File: src/rtl/axi_rev_pkg.sv
// Shared definitions for the AXI4-Lite revision reader.
// Latency: n/a (constants, types and a helper function only).
// Backpressure: n/a.
package axi_rev_pkg;

    // Register indices within the revision slave (word offsets).
    localparam logic [2:0] REG_MAJOR       = 3'd0;
    localparam logic [2:0] REG_MINOR       = 3'd1;
    localparam logic [2:0] REG_BUILD       = 3'd2;
    localparam logic [2:0] REG_RCAND       = 3'd3;
    localparam logic [2:0] REG_DATE        = 3'd4;
    localparam logic [2:0] REG_RTL_TYPE    = 3'd5;
    localparam logic [2:0] REG_RTL_SUBTYPE = 3'd6;
    localparam int         REG_COUNT       = 7;

    // AXI read responses of interest.
    localparam logic [1:0] OKAY   = 2'b00;
    localparam logic [1:0] SLVERR = 2'b10;

    typedef enum logic [1:0] {
        IDLE = 2'd0,
        ADDR = 2'd1,
        DATA = 2'd2,
        DONE = 2'd3
    } state_t;

    // Date register layout: month | day | year.
    localparam int DATE_MONTH_MSB = 31;
    localparam int DATE_MONTH_LSB = 24;
    localparam int DATE_DAY_MSB   = 23;
    localparam int DATE_DAY_LSB   = 16;
    localparam int DATE_YEAR_MSB  = 15;
    localparam int DATE_YEAR_LSB  = 0;

    // Byte offset of a register index (32-bit registers).
    function automatic logic [4:0] reg_offset(input logic [2:0] idx);
        return {idx, 2'b00};
    endfunction

endpackage

File: src/rtl/axi_revision_reader.sv
// AXI4-Lite read-only master: on start, sweeps the 7 revision registers at BASE_ADDR+0x00..0x18 and latches them.
// Latency: 2 cycles per register with a zero-wait slave; done rises 14 cycles after start is sampled.
// Backpressure: one outstanding read; ARVALID/ARADDR held until ARREADY, RREADY held until RVALID.
//
// Ports: AXI_ACLK/AXI_ARESET (async, active-high); start/busy/done/error sweep control and status;
//        rev_* / rtl_* captured fields; M_AXI_AR* / M_AXI_R* read-only AXI4-Lite master channels.
// Optional: define AXI_REV_READER_TIMEOUT_EN to add a per-phase watchdog and the timeout output.
module axi_revision_reader
    import axi_rev_pkg::*;
#(
    parameter int                          M_AXI_ADDR_WIDTH = 32,
    parameter int                          M_AXI_DATA_WIDTH = 32,
    parameter logic [M_AXI_ADDR_WIDTH-1:0] BASE_ADDR        = '0,
    parameter int unsigned                 TIMEOUT_CYCLES   = 1024
) (
    input  logic                        AXI_ACLK,
    input  logic                        AXI_ARESET,
    input  logic                        start,
    output logic                        busy,
    output logic                        done,
    output logic                        error,
`ifdef AXI_REV_READER_TIMEOUT_EN
    output logic                        timeout,
`endif
    output logic [31:0]                 rev_major,
    output logic [31:0]                 rev_minor,
    output logic [31:0]                 rev_build,
    output logic [31:0]                 rev_rcand,
    output logic [7:0]                  rev_month,
    output logic [7:0]                  rev_day,
    output logic [15:0]                 rev_year,
    output logic [31:0]                 rtl_type,
    output logic [31:0]                 rtl_subtype,
    output logic [M_AXI_ADDR_WIDTH-1:0] M_AXI_ARADDR,
    output logic                        M_AXI_ARVALID,
    output logic [2:0]                  M_AXI_ARPROT,
    input  logic                        M_AXI_ARREADY,
    input  logic [31:0]                 M_AXI_RDATA,
    input  logic                        M_AXI_RVALID,
    input  logic [1:0]                  M_AXI_RRESP,
    output logic                        M_AXI_RREADY
);

    // The field registers are 32 bits wide; a zero watchdog limit is meaningless.
    if (M_AXI_DATA_WIDTH != 32 || TIMEOUT_CYCLES == 0) begin : g_bad_params
        $error("axi_revision_reader: M_AXI_DATA_WIDTH must be 32 and TIMEOUT_CYCLES nonzero");
    end

    state_t                      r_state,   w_state_nxt;
    logic [2:0]                  r_index,   w_index_nxt;
    logic [M_AXI_ADDR_WIDTH-1:0] r_araddr,  w_araddr_nxt;
    logic                        r_arvalid, w_arvalid_nxt;
    logic                        r_rready,  w_rready_nxt;
    logic                        r_busy,    w_busy_nxt;
    logic                        r_done,    w_done_nxt;
    logic                        r_error,   w_error_nxt;
    logic [31:0]                 r_fields     [REG_COUNT];
    logic [31:0]                 w_fields_nxt [REG_COUNT];

    logic                        w_ar_fire;
    logic                        w_r_fire;
    logic [2:0]                  w_index_inc;

`ifdef AXI_REV_READER_TIMEOUT_EN
    localparam int TCW = $clog2(TIMEOUT_CYCLES + 1);
    logic [TCW-1:0] r_tcnt,    w_tcnt_nxt;
    logic           r_timeout, w_timeout_nxt;
`endif

    assign w_ar_fire   = r_arvalid && M_AXI_ARREADY;
    assign w_r_fire    = r_rready && M_AXI_RVALID;
    assign w_index_inc = r_index + 3'd1;

    always_comb begin
        w_state_nxt   = r_state;
        w_index_nxt   = r_index;
        w_araddr_nxt  = r_araddr;
        w_arvalid_nxt = r_arvalid;
        w_rready_nxt  = r_rready;
        w_busy_nxt    = r_busy;
        w_done_nxt    = r_done;
        w_error_nxt   = r_error;
        w_fields_nxt  = r_fields;
`ifdef AXI_REV_READER_TIMEOUT_EN
        w_tcnt_nxt    = r_tcnt;
        w_timeout_nxt = r_timeout;
`endif

        unique case (r_state)
            // DONE accepts a new start exactly like IDLE; fields are kept until overwritten.
            IDLE, DONE: begin
                if (start) begin
                    w_index_nxt   = REG_MAJOR;
                    w_araddr_nxt  = BASE_ADDR;
                    w_arvalid_nxt = 1'b1;
                    w_busy_nxt    = 1'b1;
                    w_done_nxt    = 1'b0;
                    w_error_nxt   = 1'b0;
`ifdef AXI_REV_READER_TIMEOUT_EN
                    w_timeout_nxt = 1'b0;
`endif
                    w_state_nxt   = ADDR;
                end
            end
            ADDR: begin
                if (w_ar_fire) begin
                    w_arvalid_nxt = 1'b0;
                    w_rready_nxt  = 1'b1;
                    w_state_nxt   = DATA;
                end
            end
            DATA: begin
                if (w_r_fire) begin
                    w_rready_nxt = 1'b0;
                    // An errored response stores 0 so a bad read never looks like a valid identity.
                    for (int i = 0; i < REG_COUNT; i++) begin
                        if (r_index == 3'(i)) begin
                            w_fields_nxt[i] = (M_AXI_RRESP == OKAY) ? M_AXI_RDATA : 32'd0;
                        end
                    end
                    if (M_AXI_RRESP != OKAY) begin
                        w_error_nxt = 1'b1;
                    end
                    if (r_index == REG_RTL_SUBTYPE) begin
                        w_busy_nxt  = 1'b0;
                        w_done_nxt  = 1'b1;
                        w_state_nxt = DONE;
                    end else begin
                        w_index_nxt   = w_index_inc;
                        w_araddr_nxt  = BASE_ADDR + M_AXI_ADDR_WIDTH'(reg_offset(w_index_inc));
                        w_arvalid_nxt = 1'b1;
                        w_state_nxt   = ADDR;
                    end
                end
            end
            default: ;
        endcase

`ifdef AXI_REV_READER_TIMEOUT_EN
        // Counter restarts on every state change, so each AR or R phase gets its own budget.
        if (w_state_nxt != r_state) begin
            w_tcnt_nxt = '0;
        end else if (r_state == ADDR || r_state == DATA) begin
            if (r_tcnt == TCW'(TIMEOUT_CYCLES - 1)) begin
                w_arvalid_nxt = 1'b0;
                w_rready_nxt  = 1'b0;
                w_busy_nxt    = 1'b0;
                w_done_nxt    = 1'b1;
                w_error_nxt   = 1'b1;
                w_timeout_nxt = 1'b1;
                w_tcnt_nxt    = '0;
                w_state_nxt   = DONE;
            end else begin
                w_tcnt_nxt = r_tcnt + 1'b1;
            end
        end
`endif
    end

    always_ff @(posedge AXI_ACLK or posedge AXI_ARESET) begin
        if (AXI_ARESET) begin
            r_state   <= IDLE;
            r_index   <= REG_MAJOR;
            r_araddr  <= BASE_ADDR;
            r_arvalid <= 1'b0;
            r_rready  <= 1'b0;
            r_busy    <= 1'b0;
            r_done    <= 1'b0;
            r_error   <= 1'b0;
            for (int i = 0; i < REG_COUNT; i++) begin
                r_fields[i] <= 32'd0;
            end
`ifdef AXI_REV_READER_TIMEOUT_EN
            r_tcnt    <= '0;
            r_timeout <= 1'b0;
`endif
        end else begin
            r_state   <= w_state_nxt;
            r_index   <= w_index_nxt;
            r_araddr  <= w_araddr_nxt;
            r_arvalid <= w_arvalid_nxt;
            r_rready  <= w_rready_nxt;
            r_busy    <= w_busy_nxt;
            r_done    <= w_done_nxt;
            r_error   <= w_error_nxt;
            r_fields  <= w_fields_nxt;
`ifdef AXI_REV_READER_TIMEOUT_EN
            r_tcnt    <= w_tcnt_nxt;
            r_timeout <= w_timeout_nxt;
`endif
        end
    end

    assign busy          = r_busy;
    assign done          = r_done;
    assign error         = r_error;
`ifdef AXI_REV_READER_TIMEOUT_EN
    assign timeout       = r_timeout;
`endif
    assign rev_major     = r_fields[REG_MAJOR];
    assign rev_minor     = r_fields[REG_MINOR];
    assign rev_build     = r_fields[REG_BUILD];
    assign rev_rcand     = r_fields[REG_RCAND];
    assign rev_month     = r_fields[REG_DATE][DATE_MONTH_MSB:DATE_MONTH_LSB];
    assign rev_day       = r_fields[REG_DATE][DATE_DAY_MSB:DATE_DAY_LSB];
    assign rev_year      = r_fields[REG_DATE][DATE_YEAR_MSB:DATE_YEAR_LSB];
    assign rtl_type      = r_fields[REG_RTL_TYPE];
    assign rtl_subtype   = r_fields[REG_RTL_SUBTYPE];
    assign M_AXI_ARADDR  = r_araddr;
    assign M_AXI_ARVALID = r_arvalid;
    assign M_AXI_ARPROT  = 3'b000;
    assign M_AXI_RREADY  = r_rready;

endmodule
File: config.mk
export PLATFORM = sky130hd
export DESIGN_NAME = axi_revision_reader
export DESIGN_NICKNAME = d
export VERILOG_FILES = /design/src/rtl/axi_rev_pkg.sv /design/src/rtl/axi_revision_reader.sv
export SDC_FILE = /design/constraint.sdc
export NUM_CORES = 1
export LEC_CHECK = 0
export CAP_MARGIN = 10
export CORE_MARGIN = 2
export CORE_UTILIZATION = 41
export DETAILED_ROUTE_END_ITERATION = 7
export PLACE_DENSITY = 0.83
export SYNTH_ARGS = -nofsm -noshare
export SYNTH_HDL_FRONTEND = slang
export SYNTH_SLANG_ARGS = --single-unit
File: constraint.sdc
create_clock -name AXI_ACLK -period 18.6 [get_ports AXI_ACLK]
set_input_delay 3.72 -clock AXI_ACLK [delete_from_list [all_inputs] [get_ports AXI_ACLK]]
set_output_delay 3.72 -clock AXI_ACLK [all_outputs]
set_load 0.01 [all_outputs]
==> results.md <==
* Number of library cell types mapped by synthesis at 36
* Critical path peak fanout at 101
* Maximum clock path buffer count at 3
* Synthesis-to-finish area growth at 39.02%
* Setup TNS at 0 ns
* Final setup margin at 12.71 ns
* H-tree level count at 1
* Synthesized cell area at 9502 um2
* DRT antenna net count at 0
* VDD IR max at 0.08515 mV
* Fillcell total at 1783
* Layout net count at 943
* Vias per cell at 4.984
* Initial DRC count at 222
* Initial Util at 41.84%
* Post-synth EDFFs at 0
* Final Core Density at 58.17%
* First-pass GRT wire length at 37.50 mm
* Clk Latency, worst-skew pair at 0.53 ns
* Setup violators final at 0
* Die Span Y at 156.2 um
* CTS tree: done
* CTS buffer count at 26
* Clock Skews at 0.01162 ns
* Synth warnings at 0
* Pwr dens at 101.7 nW/um2
* # port buffers at 270
* Reg2Reg Setup Slack at 15.85 ns
* WL/cell at 20.26 um
* Arrival time of the worst setup path at 6.41 ns
* Final wirelength at 24.30 mm
* First drt pass iteration count at 4
* Post-Layout Cell Count at 1199
* Vias in the first global route at 6349
* Syn Inst Count at 616
* Via Count at 5976
* RR Endpoint: rev_rcand[30]
* Crit Path Category: primary input to asynchronous set/reset pin
* Max Cap Violations at 0
* Largest net degree at the start of global routing at 102
* DP HPWL at 16.29 mm
* Congestion Overflow GR at 0
* Core ar. at 22710 um2
* Max Transition Viols Final at 0
* Worst R2R Path Depth at 5
* Number of hold buffers added after cts at 0
* Max Fclk at 169.8 MHz
* CP endpoint: rev_month[2]
* Placed cell count at 1153
* Worst R2R Start: r_state[0]
* Main synth FF type: dfrtp_1
* CP startpoint: AXI_ARESET
* Mapped Avg Cell Area at 15.42 um2
* Seq cells post-synth at 234
* Measured slew at the worst slew-check pin at 0.9315 ns
* Layout cells sized above 1 at 30.63%
* Worst min path class: register to register
* Clk sinks at 234
* Final Cycle Share at 31.66%
* Final hold viol count at 0
* RSZ-0062 raised after global routing: false
* Clock transition at the registers of the reported paths at 0.06 ns
* Diodes inserted at 0
* GP Congestion at 0.8000
* Pwr Total at 1.343 mW
* Headroom to the max-slew limit at 37.90%
* Die Area at 24410 um2
* Antenna violations before repair at 0
* Post-CTS Setup Bufs at 0
* DIE WIDTH at 156.2 um
* FFs w/ async S/R, synth at 100.0%
* Post-synthesis sequential area ratio at 61.63%
* Fin crit period at 5.890 ns
* I/O pin count at 303
* Pre-CTS setup slack at 12.02 ns
* CTS resizes at 0
* Row count at 55
* Global-route usage over all layers at 19.93%
* Critical Path End Type: asynchronous set/reset pin
* CP required at 19.12 ns
* Status: finished, final reports clean
* Drt drc at 0
* Leakage power at 6.213 nW
* Clock Root Buffer: clkbuf_16
* Crit start category: primary input
-- cell families after synthesis --
kind of cell	share of synthesized area [%]
AO/OA/AOI/OAI	1.159
adder cells (fa/ha/maj)	1.054
buffers and inverters	4.964
flip-flops	61.63
multiplexers	26.86
other	0.03947
AND/OR/NAND/NOR	4.293
-- where the power goes --
part / total, mW / internal (mW) / switching, mW
logic: 0.248 / 0.137 / 0.110
clock network: 0.508 / 0.307 / 0.201
registers: 0.587 / 0.558 / 0.0290
-- how the worst min path moves through the flow --
| stage | start | end | slack [ns] | cells after the start |
|---|---|---|---|---|
| detailed placement | rev_major[30] | rev_major[30] | 0.47 | 1 |
| global placement | rev_major[30] | rev_major[30] | 0.47 | 1 |
| floorplan | rev_build[25] | rev_build[25] | 0.53 | 1 |
| global route | rev_rcand[3] | rev_rcand[3] | 0.51 | 1 |
| finish | rev_major[30] | rev_major[30] | 0.48 | 1 |
| CTS | rev_major[30] | rev_major[30] | 0.49 | 1 |
-- stage by stage --
step	cell area (um2)	hold WS (ns)
2_1_floorplan	9618	0.5288
3_3_place_gp	12350	0.4682
3_5_place_dp	12350	0.4737
4_1_cts	13210	0.4875
5_1_grt	13210	0.5143
6_report	13210	0.4837
-- registers in the layout (all words and copies together), names as in the netlist, 2 cells and up --
signal        count
rtl_type         32
r_state           2
rev_day           8
rev_major        32
rev_month         8
rev_minor        32
rev_year         16
rtl_subtype      32
rev_rcand        32
M_AXI_ARADDR      3
rev_build        32
-- metal layers --
layer	wire length, um	track usage [%]	vias to the layer above
met5	0	0	-
met4	458	4.587	0
met3	2201	6.729	40
met2	11630	33.25	238
met1	10010	25.28	3041
li1	-	-	2657
-- worst max-delay path, cell delays in order --
cell and delay (ns):
clkdlybuf4s50_1 0.49, inv_8 0.52, buf_4 0.72, buf_4 0.84
-- layout by cell type (no fill, tap or decap), types with 2 or more instances in the layout --
cell type,n
clkdlybuf4s50_1,270
dfrtp_1,234
mux2_2,220
and2_0,32
conb_1,32
clkbuf_16,26
buf_4,10
nand2_1,9
clkbuf_8,9
ha_1,8
inv_1,7
clkbuf_1,6
nand3_1,4
mux2_1,4
nor2_4,3
nand4_1,3
nand2b_1,3
mux2i_1,3
o2bb2ai_1,3
nor3_4,2
nor2b_1,2
a211oi_1,2
clkinv_2,2
-- synthesized netlist by cell type (2+ instances only) --
cell | number | area, um2
dfrtp_1 | 234 | 5856
and2_0 | 32 | 200.2
ha_1 | 8 | 100.1
buf_6 | 6 | 67.56
mux2_1 | 4 | 45.04
a211oi_1 | 2 | 15.01
nand4_1 | 3 | 18.77
nand2b_1 | 3 | 18.77
mux2_2 | 220 | 2477
inv_1 | 8 | 30.03
nor2b_1 | 2 | 12.51
nand3_1 | 4 | 20.02
buf_2 | 5 | 25.02
clkbuf_1 | 3 | 11.26
o2bb2ai_1 | 3 | 26.28
nor2_1 | 4 | 15.01
nand2_1 | 9 | 33.78
nor3_4 | 2 | 32.53
buf_4 | 45 | 337.8
mux2i_1 | 3 | 30.03
-- final cells by class --
cell class	instances	area, um2	area share (%)
flip-flops and latches	234	5856	44.33
clock inverters	5	65.06	0.4926
inverters	8	37.54	0.2842
multi-input cells	346	3319	25.13
well taps	285	356.6	2.700
repair buffers	280	2778	21.03
clock buffers	41	797.0	6.034
Power figures use the tool's default switching activity.
